--- config.mk ---
export PLATFORM = sky130hd
export DESIGN_NAME = relu_vector_sequencer
export DESIGN_NICKNAME = d
export VERILOG_FILES = /design/src/rtl/relu_vector_sequencer_pkg.sv /design/src/rtl/relu_vector_sequencer_stage.sv /design/src/rtl/relu_vector_sequencer.sv
export SDC_FILE = /design/constraint.sdc
export NUM_CORES = 1
export LEC_CHECK = 0
export CELL_PAD_IN_SITES_DETAIL_PLACEMENT = 1
export CELL_PAD_IN_SITES_GLOBAL_PLACEMENT = 2
export CORE_AREA = 2 2 143 145
export CTS_CLUSTER_DIAMETER = 100
export CTS_CLUSTER_SIZE = 24
export DETAILED_ROUTE_END_ITERATION = 8
export DIE_AREA = 0 0 145 147
export PLACE_DENSITY = 0.87
export SLEW_MARGIN = 15
export SYNTH_ARGS = -nofsm -noshare
export SYNTH_HDL_FRONTEND = slang
export SYNTH_SLANG_ARGS = --single-unit
export TNS_END_PERCENT = 1
--- constraint.sdc ---
create_clock -name clk -period 2.5 [get_ports clk]
set_input_delay 0.5 -clock clk [delete_from_list [all_inputs] [get_ports clk]]
set_output_delay 0.5 -clock clk [all_outputs]
set_load 0.02 [all_outputs]
--- src/rtl/relu_vector_sequencer_pkg.sv ---
// Shared types and helpers for the ReLU vector sequencer.
package relu_pkg;

    localparam int DEFAULT_DATA_W = 32;
    localparam int DEFAULT_ADDR_W = 10;

    typedef enum logic [1:0] {
        IDLE  = 2'd0,
        RUN   = 2'd1,
        DRAIN = 2'd2,
        DONE  = 2'd3
    } state_t;

    // Signed ReLU: negative inputs clip to zero, everything else passes through.
    function automatic logic [DEFAULT_DATA_W-1:0] relu_f(input logic signed [DEFAULT_DATA_W-1:0] din);
        return (din < 0) ? '0 : din;
    endfunction

endpackage

--- src/rtl/relu_vector_sequencer_stage.sv ---
// One registered ReLU stage: takes a valid read word, registers its ReLU
// result plus a flag saying whether the input was negative.
module relu_stage
    import relu_pkg::*;
#(
    parameter int DATA_W = DEFAULT_DATA_W
) (
    input  logic              clk,
    input  logic              rst_n,
    input  logic              flush,
    input  logic              in_vld,
    input  logic [DATA_W-1:0] in_data,
    output logic              out_vld,
    output logic [DATA_W-1:0] out_data,
    output logic              out_clip
);

    logic              vld_q, vld_d;
    logic [DATA_W-1:0] data_q, data_d;
    logic              clip_q, clip_d;
    logic [DATA_W-1:0] relu_res;

    if (DATA_W == DEFAULT_DATA_W) begin : g_pkg_relu
        assign relu_res = relu_f(in_data);
    end else begin : g_generic_relu
        assign relu_res = in_data[DATA_W-1] ? '0 : in_data;
    end

    // Next-state: capture a new result only when the input word is valid.
    always_comb begin
        // NOTE: every signal gets a default first so no path leaves it unassigned (no latch).
        vld_d  = in_vld && !flush;
        data_d = data_q;
        clip_d = clip_q;
        if (in_vld) begin
            data_d = relu_res;
            clip_d = in_data[DATA_W-1];
        end
    end

    // Stage registers.
    always_ff @(posedge clk or negedge rst_n) begin
        // NOTE: non-blocking assignments in clocked blocks so all flops see pre-edge values.
        if (!rst_n) begin
            vld_q  <= 1'b0;
            data_q <= '0;
            clip_q <= 1'b0;
        end else begin
            vld_q  <= vld_d;
            data_q <= data_d;
            clip_q <= clip_d;
        end
    end

    assign out_vld  = vld_q;
    assign out_data = data_q;
    assign out_clip = clip_q;

endmodule

--- src/rtl/relu_vector_sequencer.sv ---
// Sequences one ReLU pass over a vector held in the activation buffer:
// reads LEN words from a source base, writes ReLU results from a
// destination base, and counts negative (clipped) elements.
module relu_vector_sequencer
    import relu_pkg::*;
#(
    parameter int DATA_W = DEFAULT_DATA_W,
    parameter int ADDR_W = DEFAULT_ADDR_W,
    parameter int LEN_W  = ADDR_W + 1
) (
    input  logic              clk,
    input  logic              rst_n,
    input  logic              start,
    input  logic [ADDR_W-1:0] cfg_rd_base,
    input  logic [ADDR_W-1:0] cfg_wr_base,
    input  logic [LEN_W-1:0]  cfg_len,
    input  logic              abort,
    output logic              busy,
    output logic              done,
    output logic              rd_en,
    output logic [ADDR_W-1:0] rd_addr,
    input  logic [DATA_W-1:0] rd_data,
    output logic              wr_en,
    output logic [ADDR_W-1:0] wr_addr,
    output logic [DATA_W-1:0] wr_data,
    output logic [LEN_W-1:0]  clip_count
);

    state_t            state_q, state_d;
    logic [ADDR_W-1:0] rd_base_q, rd_base_d;
    logic [ADDR_W-1:0] wr_base_q, wr_base_d;
    logic [LEN_W-1:0]  len_q, len_d;
    logic [LEN_W-1:0]  rd_idx_q, rd_idx_d;
    // Write index is address-wide so destination addresses wrap for free.
    logic [ADDR_W-1:0] wr_idx_q, wr_idx_d;
    logic              rd_vld_q, rd_vld_d;
    logic [LEN_W-1:0]  clip_count_q, clip_count_d;

    logic start_ok;
    logic flush;
    logic stg_vld;
    logic stg_clip;
    logic [DATA_W-1:0] stg_data;

    // Abort beats start when both arrive in IDLE; abort only matters while busy.
    assign start_ok = start && !abort && (state_q == IDLE);
    assign flush    = abort && ((state_q == RUN) || (state_q == DRAIN));

    // Next-state logic: FSM, index counters, config capture and clip counter.
    always_comb begin
        state_d      = state_q;
        rd_base_d    = rd_base_q;
        wr_base_d    = wr_base_q;
        len_d        = len_q;
        rd_idx_d     = rd_idx_q;
        wr_idx_d     = wr_idx_q;
        rd_vld_d     = 1'b0;
        clip_count_d = clip_count_q;

        case (state_q)
            IDLE: begin
                if (start_ok) begin
                    rd_base_d    = cfg_rd_base;
                    wr_base_d    = cfg_wr_base;
                    len_d        = cfg_len;
                    rd_idx_d     = '0;
                    wr_idx_d     = '0;
                    clip_count_d = '0;
                    state_d      = (cfg_len == '0) ? DONE : RUN;
                end
            end
            RUN: begin
                rd_vld_d = 1'b1;
                rd_idx_d = rd_idx_q + LEN_W'(1);
                if (rd_idx_q == len_q - LEN_W'(1)) begin
                    state_d = DRAIN;
                end
            end
            DRAIN: begin
                // Once the last read has left the first pipeline slot, the
                // ReLU stage is writing the final element this cycle.
                if (!rd_vld_q) begin
                    state_d = DONE;
                end
            end
            DONE: begin
                state_d = IDLE;
            end
            default: begin
                state_d = IDLE;
            end
        endcase

        // Writes and clip counting happen at the output of the ReLU stage.
        if (stg_vld) begin
            wr_idx_d = wr_idx_q + ADDR_W'(1);
            if (stg_clip && (clip_count_q != '1)) begin
                clip_count_d = clip_count_q + LEN_W'(1);
            end
        end

        // Abort drops everything in flight; the partial clip count is kept.
        if (flush) begin
            state_d  = IDLE;
            rd_vld_d = 1'b0;
        end
    end

    // Control and datapath-index registers.
    always_ff @(posedge clk or negedge rst_n) begin
        if (!rst_n) begin
            state_q      <= IDLE;
            rd_base_q    <= '0;
            wr_base_q    <= '0;
            len_q        <= '0;
            rd_idx_q     <= '0;
            wr_idx_q     <= '0;
            rd_vld_q     <= 1'b0;
            clip_count_q <= '0;
        end else begin
            state_q      <= state_d;
            rd_base_q    <= rd_base_d;
            wr_base_q    <= wr_base_d;
            len_q        <= len_d;
            rd_idx_q     <= rd_idx_d;
            wr_idx_q     <= wr_idx_d;
            rd_vld_q     <= rd_vld_d;
            clip_count_q <= clip_count_d;
        end
    end

    relu_stage #(
        .DATA_W (DATA_W)
    ) u_relu_stage (
        .clk      (clk),
        .rst_n    (rst_n),
        .flush    (flush),
        .in_vld   (rd_vld_q),
        .in_data  (rd_data),
        .out_vld  (stg_vld),
        .out_data (stg_data),
        .out_clip (stg_clip)
    );

    assign busy       = (state_q == RUN) || (state_q == DRAIN);
    assign done       = (state_q == DONE);
    assign rd_en      = (state_q == RUN);
    assign rd_addr    = rd_base_q + rd_idx_q[ADDR_W-1:0];
    assign wr_en      = stg_vld;
    assign wr_addr    = wr_base_q + wr_idx_q;
    assign wr_data    = stg_data;
    assign clip_count = clip_count_q;

endmodule

---- Yosys cells after proc, flatten, opt, wreduce, memory -nomap -nowiden ----
Index checks and enable logic that the tools add are counted.
Widths: inputs -> output; s select.
word-level totals
  bits in registers ....................... 100
  input port bits ......................... 67
  output and inout port bits .............. 67
  word-level logic and storage cells ...... 62
cells by class
  $add $sub $neg .......................... 6
  $lt $le $gt $ge ......................... 1
  equal/unequal tests ..................... 9
  muxes and demuxes ....................... 18
  reductions and logical operators ........ 17
operators with widths
  operator               count
  $mux 11                5
  $lt 32x1->1 const B    1
  $mux 32                1
  $mux 10                3
  $add 11x1->11 const B  2
  $pmux 11 s2            1
  $add 10x10->10         2
  $eq 11x11->1           1
  $logic_not 11->1       1
  $ne 11x11->1 const B   1
  $sub 11x1->11 const B  1
  $add 10x1->10 const B  1
  $mux 2                 5
  $pmux 2 s4             1
  $ne 3x2->1 const B     2
  $reduce_and 2->1       3
  $reduce_bool 2->1      3
  $logic_and 1x1->1      5
  $eq 2x2->1 const B     2
  $ne 3x1->1 const B     1
  $reduce_and 3->1       1
  $eq 2x1->1 const B     1
  $logic_not 1->1        2
  $logic_not 2->1        1
  other kinds (3)        4

---- Longest topological paths before layout ----
Gate-level depths: netlist (run 1).
  depth after elaboration ................. 7
  gate-level depth with buffers ........... 10
  mapped depth without buffers ............ 10

---- By module ----
Synthesis (run 1) repeated with hierarchy kept, for this count alone.
second synthesis, totals
  cell total of the unflattened synthesis .. 547
  area total of the unflattened synthesis .. 5,497.8 µm²
by module, submodules not included
  module                 times used  cells an instance  area each (µm²)  sequential area each (µm²)
  relu_vector_sequencer  1           407                4,048.9          1,651.6
  relu_stage             1           140                1,448.9          825.8

---- Worst setup path before layout (run 1) ----
OpenSTA, ideal clock, no wires.
  kind .................................... reg2out
  from .................................... register wr_idx_q[1]
  to ...................................... output wr_addr[9]
  arrival time ............................ 2.188 ns
  data required time ...................... 2.000 ns
  slack ................................... -0.188 ns
  stages on the path, launching flop included .. 9
  buffers on the path ..................... 0
  path through ............................ dfrtp_1 ha_1 a21o_1 a21oi_1 o21bai_1 a2111oi_0 o31ai_1 a21oi_1 xnor2_1
on the way
  longest elaborated chain between the ends .. 1
RTL lines
  what                      RTL line                      source
  start: declaration        relu_vector_sequencer.sv:35   logic [ADDR_W-1:0] wr_idx_q, wr_idx_d;
  start signal: assignment  relu_vector_sequencer.sv:126  wr_idx_q <= wr_idx_d;
  $add 10x10->10            relu_vector_sequencer.sv:150  assign wr_addr = wr_base_q + wr_idx_q;
  end: declaration          relu_vector_sequencer.sv:24   output logic [ADDR_W-1:0] wr_addr,
Every way passes these cells.

---- Worst setup path in the final report (run 1) ----
Ends and elaborated chain as after synthesis.

==> impl_metrics.toml, run 1 <==
[outcome]
status = "complete, but fails checks"
failed_checks = "setup timing"

[synthesis]
synth_compound_area_share_pct = 13.7
yosys.area.top_type = "dfrtp_1"
synth_area_leaders = "dfrtp_1, mux2_2, o21ai_0, ha_1, nand3b_1"
yosysMostFrequentCell = "dfrtp_1"
syn_nets = 649
synth_top_area_share_pct = 45.3
synth_xor_area_share_pct = 5.29
synth_top_family_by_area = "simple AND/OR/NAND/NOR gates"
synth_edf_count = 0
synth.avg_cell_area_um2 = 9.86
ys.flop_type = "dfrtp_1"
yosys.area_share.adder_pct = 6.69
synth_area_um2 = 5460
synth_common_cells = "dfrtp_1, o21ai_0, inv_1"
netlist-cell-type-count = 54
synthCells = 554
yosys_warnings = 0
synth_seq_area_share_pct = 45.3
synth_mux_area_share_pct = 7.60
synth-simple-area-share_pct = 15.8
synth-seq-cells = 99
synthArstFlopShare_pct = 100

[worst_hold_path]
hp-class = "primary input to asynchronous set/reset pin"

[sta]
hold_viol_final = 0
timing.fmax_mhz = 340
rsz0062_at_grt = "yes"
setup_violations = 12
post-route-min-period_ns = 2.94
slew_headroom_pct = 55.5
hold_ws_ns = 0.188
finClkSkew_ns = 0.00626
worstMarginPinSlew_ns = 0.668
period_share_pct = 117
setup_slack_ns = -0.437
slew_viol_final = 0

[routing]
firstDrtPassIters = 6
routedWlPerCell_um = 14.7
drt_iter0_drc = 130
viasPerCell = 4.62
drt.antenna.violating_nets = 0
drc_errors = 0
wirelength_um = 14900
vias = 4689

[floorplan]
rows = 52
die_area_um2 = 21300
start_util_pct = 27.5
pin_count = 134
coreArea_um2 = 19800
die_y_um = 147
die_w_um = 145

[global_route]
grt_pass1_wl_um = 25200
grt_remaining_overflow = 0
grt_pass1_vias = 5057
grt_usage_pct = 14.5
grt_max_degree = 50
antenna_found_initial = 0

[place]
gp_congestion = 0.766
place_inst = 1000
portBuffers = 132
dpl_cell_area_um2 = 7570
dp_hpwl_um = 11000

[power]
vdd_drop_max_mv = 0.399
power_density_nw_per_um2 = 1090
p_leak_nw = 3.46

[critical_path]
worstSetupPathType = "register to primary output"
worst_setup_path_start_kind = "register"
cp.arrival_ns = 2.44
required_ns = 2.00
r2r_end = "state_q[1]$_DFFE_PN0P_"
cp_cell_sequence = "ha_1 > a21o_1 > a21oi_2 > o21bai_2 > a2111oi_4 > o31ai_2 > a21oi_2 > xnor2_2 > buf_4"
r2r_setup_slack_ns = -0.05
cp_common_cell = "a21oi_2"
cp_max_fo = 2
endpoint_kind = "primary output"
cp_slowest_cell = "dfrtp_1"
cpPeakStageDelay_ns = 0.38
r2r-start = "len_q[0]$_DFFE_PN0P_"
worst-r2r-cell-count = 9

[clock_tree]
htreeDepth = 3
cts_sinks = 99
cts_buffer_depth = 2
root_buffer = "clkbuf_16"
clk_pin_slew_ns = 0.06
clock_latency_ns = 0.35
cts_tree = "yes"
numCtsBuffers = 9
post-cts-setup-buffers = 0

[flow_run]
drv_cap = 0

[final_layout]
fin_nets = 836
drive_gt1_share_pct = 20.9
design_area_um2 = 7910
final_cells = 1016
area_delta_synth_final_pct = 44.8
fillers = 2285
-- logic make-up (layout without fill, tap and decap cells) --
| kind of cell | after synthesis | count (layout) |
|---|---|---|
| adder cells (fa/ha/maj) | 28 | 28 |
| multiplexers | 37 | 37 |
| other | 1 | 2 |
| XOR/XNOR | 33 | 33 |
| flip-flops | 99 | 99 |
| AO/OA/AOI/OAI | 124 | 124 |
| AND/OR/NAND/NOR | 154 | 154 |
| buffers and inverters | 78 | 269 |
-- critical path: cells and delay by family, from the launching register on --
family | cells | cell delay (ns)
flip-flops | 1 | 0.38
XOR/XNOR | 1 | 0.12
AO/OA/AOI/OAI | 6 | 1.14
buffers and inverters | 1 | 0.15
adder cells (fa/ha/maj) | 1 | 0.30
-- final cells by class --
cell class / instances / area (um^2) / area share [%]
Clock inverter: 1 / 7.51 / 0.0949
Tap cell: 270 / 338 / 4.27
Timing Repair Buffer: 201 / 1820 / 23.1
Inverter: 53 / 199 / 2.51
Clock buffer: 14 / 274 / 3.46
Sequential cell: 99 / 2480 / 31.3
Antenna cell: 1 / 2.50 / 0.0316
Multi-Input combinational cell: 377 / 2790 / 35.2
-- power breakdown --
part	internal (W)	switching, W
sequential	0.00213	0.000390
combinational	0.00232	0.00239
clock	0.000753	0.000603
total	0.00521	0.00339
-- worst max path at each step --
| stage | startpoint | to | slack (ns) | cells after the start |
|---|---|---|---|---|
| floorplan | rd_idx_q[0]$_DFFE_PN0P_ | rd_addr[8] | -0.05 | 10 |
| global placement | wr_base_q[1]$_DFFE_PN0P_ | wr_addr[9] | -0.75 | 9 |
| detailed placement | wr_base_q[1]$_DFFE_PN0P_ | wr_addr[9] | -0.76 | 9 |
| CTS | wr_idx_q[1]$_DFFE_PN0P_ | wr_addr[9] | -0.47 | 9 |
| global route | wr_idx_q[1]$_DFFE_PN0P_ | wr_addr[9] | -0.61 | 9 |
| finish | wr_idx_q[1]$_DFFE_PN0P_ | wr_addr[9] | -0.44 | 9 |
-- layer usage --
layer  up-vias  wire [um]  track usage (%)  share of wire (%)
met2        93       7180             25.3                 48
met3        12       1060             4.97                7.1
li1       2309          -                -                  -
met1      2275       6480             16.8                 43
met4         0        193             4.46                1.3
met5         -          0                0                  0
-- registers in the layout (all words and copies together) (netlist names) --
register               count
state_q                    2
clip_count                11
u_relu_stage.out_vld       1
u_relu_stage.out_data     31
rd_vld_q                   1
len_q                     11
rd_base_q                 10
u_relu_stage.out_clip      1
rd_idx_q                  11
wr_idx_q                  10
wr_base_q                 10
-- placed cells by master, fill, tap and decap left out, types with 16 or more instances in the layout --
master           count
ha_1                24
xor2_1              16
o21ai_0             65
inv_1               53
buf_4               77
mux2_2              32
clkdlybuf4s50_1    112
nor2_1              19
nand2_1             31
nand3_1             17
nand3b_1            31
dfrtp_1             98
-- stage by stage --
stage / worst slack (ns) / power [W] / TNS (ns) / utilization (%)
floorplan: -0.0528 / 0.00510 / -0.169 / -
global placement: -0.747 / 0.00723 / -4.44 / 38.2
detailed placement: -0.761 / 0.00736 / -5.05 / 38.2
CTS: -0.466 / 0.00872 / -3.10 / 39.8
global route: -0.612 / 0.00927 / -4.56 / 39.9
finish: -0.437 / 0.00860 / -2.48 / 39.9
-- what timing repair did --
item	in CTS	in global routing
hold endpoints to repair	0	0
endpoints found under the setup margin	20	22
resized for setup	75	12
hold buffers	0	0
pin swaps	12	2
Power figures use the tool's default switching activity.
==> run 2, diff against run 1 <==
--- a/config.mk
+++ b/config.mk
@@ -7,12 +7,12 @@
 export LEC_CHECK = 0
 export CELL_PAD_IN_SITES_DETAIL_PLACEMENT = 1
 export CELL_PAD_IN_SITES_GLOBAL_PLACEMENT = 2
-export CORE_AREA = 2 2 143 145
+export CORE_AREA = 2 2 138 140
 export CTS_CLUSTER_DIAMETER = 100
 export CTS_CLUSTER_SIZE = 24
 export DETAILED_ROUTE_END_ITERATION = 8
-export DIE_AREA = 0 0 145 147
-export PLACE_DENSITY = 0.87
+export DIE_AREA = 0 0 140 142
+export PLACE_DENSITY = 0.89
 export SLEW_MARGIN = 15
 export SYNTH_ARGS = -nofsm -noshare
 export SYNTH_HDL_FRONTEND = slang
==> constraint.sdc (replaced) <==
create_clock -name clk -period 2.8 [get_ports clk]
set_input_delay 0.56 -clock clk [delete_from_list [all_inputs] [get_ports clk]]
set_output_delay 0.56 -clock clk [all_outputs]
set_load 0.02 [all_outputs]
==> run 2 against run 1 <==
The run ends with DRC, setup timing left. Clock power hardly changed. Non-clock buffer count shrank 28. Cell count down 6.3%. First-iteration DRC count grew 38%. Hold slack better by 0.018 ns. Setup slack improved by 0.16 ns. Global-route usage increased by 1.5 points. Routed wire length increased by 4.7%. Flip-flop and latch count stayed put. Combinational power down 14%. Via count shrank 0.45%. Register-to-register slack better by 0.15 ns. Largest cell class unchanged. Largest power group unchanged.
==> impl_metrics.toml, run 2 (synthesized netlist as in run 1, its figures left out) <==
[outcome]
status = "complete, but fails checks"
failed_checks = "DRC, setup timing"

[final_layout]
drive_gt1_share_pct = 17.1
largest_reg_flops = 31
fin_nets = 808
area_delta_synth_final_pct = 39.9
fin_util_pct = 41.4
final_common_cell = "clkdlybuf4s50_1"
final_cell_mix = "clkdlybuf4s50_1, dfrtp_1, o21ai_0"
diodes = 0

[routing]
viasPerCell = 4.90
drc_errors = 6
firstDrtPassIters = 8
vias = 4668
routedWlPerCell_um = 16.4
wirelength_um = 15600
drt.antenna.violating_nets = 0
drt_iter0_drc = 179

[critical_path]
worst_setup_path_start_kind = "register"
cp_max_fo = 3
cp_slowest_cell = "dfrtp_1"
endpoint_kind = "primary output"
required_ns = 2.24
cp.arrival_ns = 2.52
cp_common_cell = "buf_4"
critical_path_buf_inv_count = 2
cp_top_family = "compound AO/OA/AOI/OAI gates"
cp_cell_sequence = "ha_1 > a21o_1 > a21oi_2 > o21bai_2 > a2111oi_4 > buf_4 > o31ai_1 > a21oi_1 > xnor2_1 > buf_4"
cpPeakStageDelay_ns = 0.41
worstSetupPathType = "register to primary output"

[clock_tree]
clock_latency_ns = 0.35
root_buffer = "clkbuf_16"
clk_pin_slew_ns = 0.07
cts_sinks = 99
cts_buffer_depth = 2
cts_tree = "yes"
htreeDepth = 3
numCtsBuffers = 9
postCtsHoldBufs = 0

[floorplan]
coreArea_um2 = 18500
rows = 50
start_util_pct = 29.6
die_w_um = 140
die_y_um = 142
pin_count = 134
die_area_um2 = 19900

[sta]
hold_ws_ns = 0.206
worstMarginPinSlew_ns = 0.927
setup_violations = 5
rsz0062_at_grt = "yes"
timing.fmax_mhz = 324
post-route-min-period_ns = 3.08
slew_headroom_pct = 38.0
fin_tns_setup_ns = -0.714
slew_viol_final = 0
setup_slack_ns = -0.282
period_share_pct = 110
hold_viol_final = 0
finClkSkew_ns = 0.00536

[power]
power_w = 0.00767
power_frac_clock_pct = 17.5
vdd_drop_max_mv = 0.318
power_density_nw_per_um2 = 1000
internal-power_w = 0.00460
power_frac_comb_pct = 52.8
p_leak_nw = 3.31
seqPwrFrac_pct = 29.8
switchingPower_w = 0.00307
switching_share_pct = 40.0

[global_route]
grt_pass1_wl_um = 25600
grt_remaining_overflow = 0
grt_usage_pct = 16.0
grt_max_degree = 65
grt_pass1_vias = 5218
antenna_found_initial = 0

[flow_run]
drv_cap = 0

[place]
portBuffers = 132
dp_hpwl_um = 11400
pre_cts_slack_ns = -0.605
gp_congestion = 0.827

[worst_hold_path]
hp-class = "primary input to asynchronous set/reset pin"
==> run 2: worst paths after layout <==
kind / start / to / slack, ns / cells after the start
worst max-delay path: wr_base_q[1]$_DFFE_PN0P_ / wr_addr[9] / -0.28 / 10
worst min-delay path: rst_n / clip_count[2]$_DFF_PN0_ / 0.21 / 1
worst max register to register: len_q[0]$_DFFE_PN0P_ / state_q[1]$_DFFE_PN0P_ / 0.10 / 9
worst min register to register: u_relu_stage.out_clip$_DFFE_PN0P_ / u_relu_stage.out_clip$_DFFE_PN0P_ / 0.51 / 1
max in group asynchronous: rst_n / wr_base_q[6]$_DFFE_PN0P_ / 1.87 / 2
min in group clk: u_relu_stage.out_clip$_DFFE_PN0P_ / u_relu_stage.out_clip$_DFFE_PN0P_ / 0.51 / 1
==> run 2: per-stage QoR <==
stage,instances,instance area (um^2)
2_1_floorplan,554,5460
3_5_place_dp,933,7270
5_1_grt,952,7650
4_1_cts,952,7600
6_report,952,7650
3_3_place_gp,933,7270
==> run 2: cell type report <==
class	instances	area, um^2
Clock buffer	12	267
Timing Repair Buffer	173	1610
Clock inverter	4	47.5
Tap cell	234	293
Sequential cell	99	2480
Inverter	53	199
Fill cell	2064	10800
Multi-Input combinational cell	377	2750
==> run 2: timing repair <==
| action | in CTS | in global routing |
|---|---|---|
| buffers inserted | 3 | 0 |
| resized for setup | 50 | 30 |
| endpoints found under the setup margin | 16 | 13 |
| pin swaps | 9 | 8 |
==> run 2: power groups by stage <==
| stage | logic (W) | clock network [W] | registers [W] |
|---|---|---|---|
| after floorplan | 0.00210 | 0 | 0.00243 |
| after global placement | 0.00388 | 0 | 0.00227 |
| after detailed placement | 0.00405 | 0 | 0.00231 |
| after CTS | 0.00400 | 0.00139 | 0.00229 |
| after global routing | 0.00443 | 0.00144 | 0.00236 |
| final | 0.00405 | 0.00134 | 0.00228 |
==> run 2: layer usage <==
metal | track usage (%) | share of wire (%) | vias to the layer above
li1 | - | - | 2240
met1 | 18.5 | 42 | 2317
met2 | 28.2 | 50 | 94
met3 | 4.85 | 6.1 | 17
met4 | 5.53 | 1.6 | 0
met5 | 0 | 0 | -
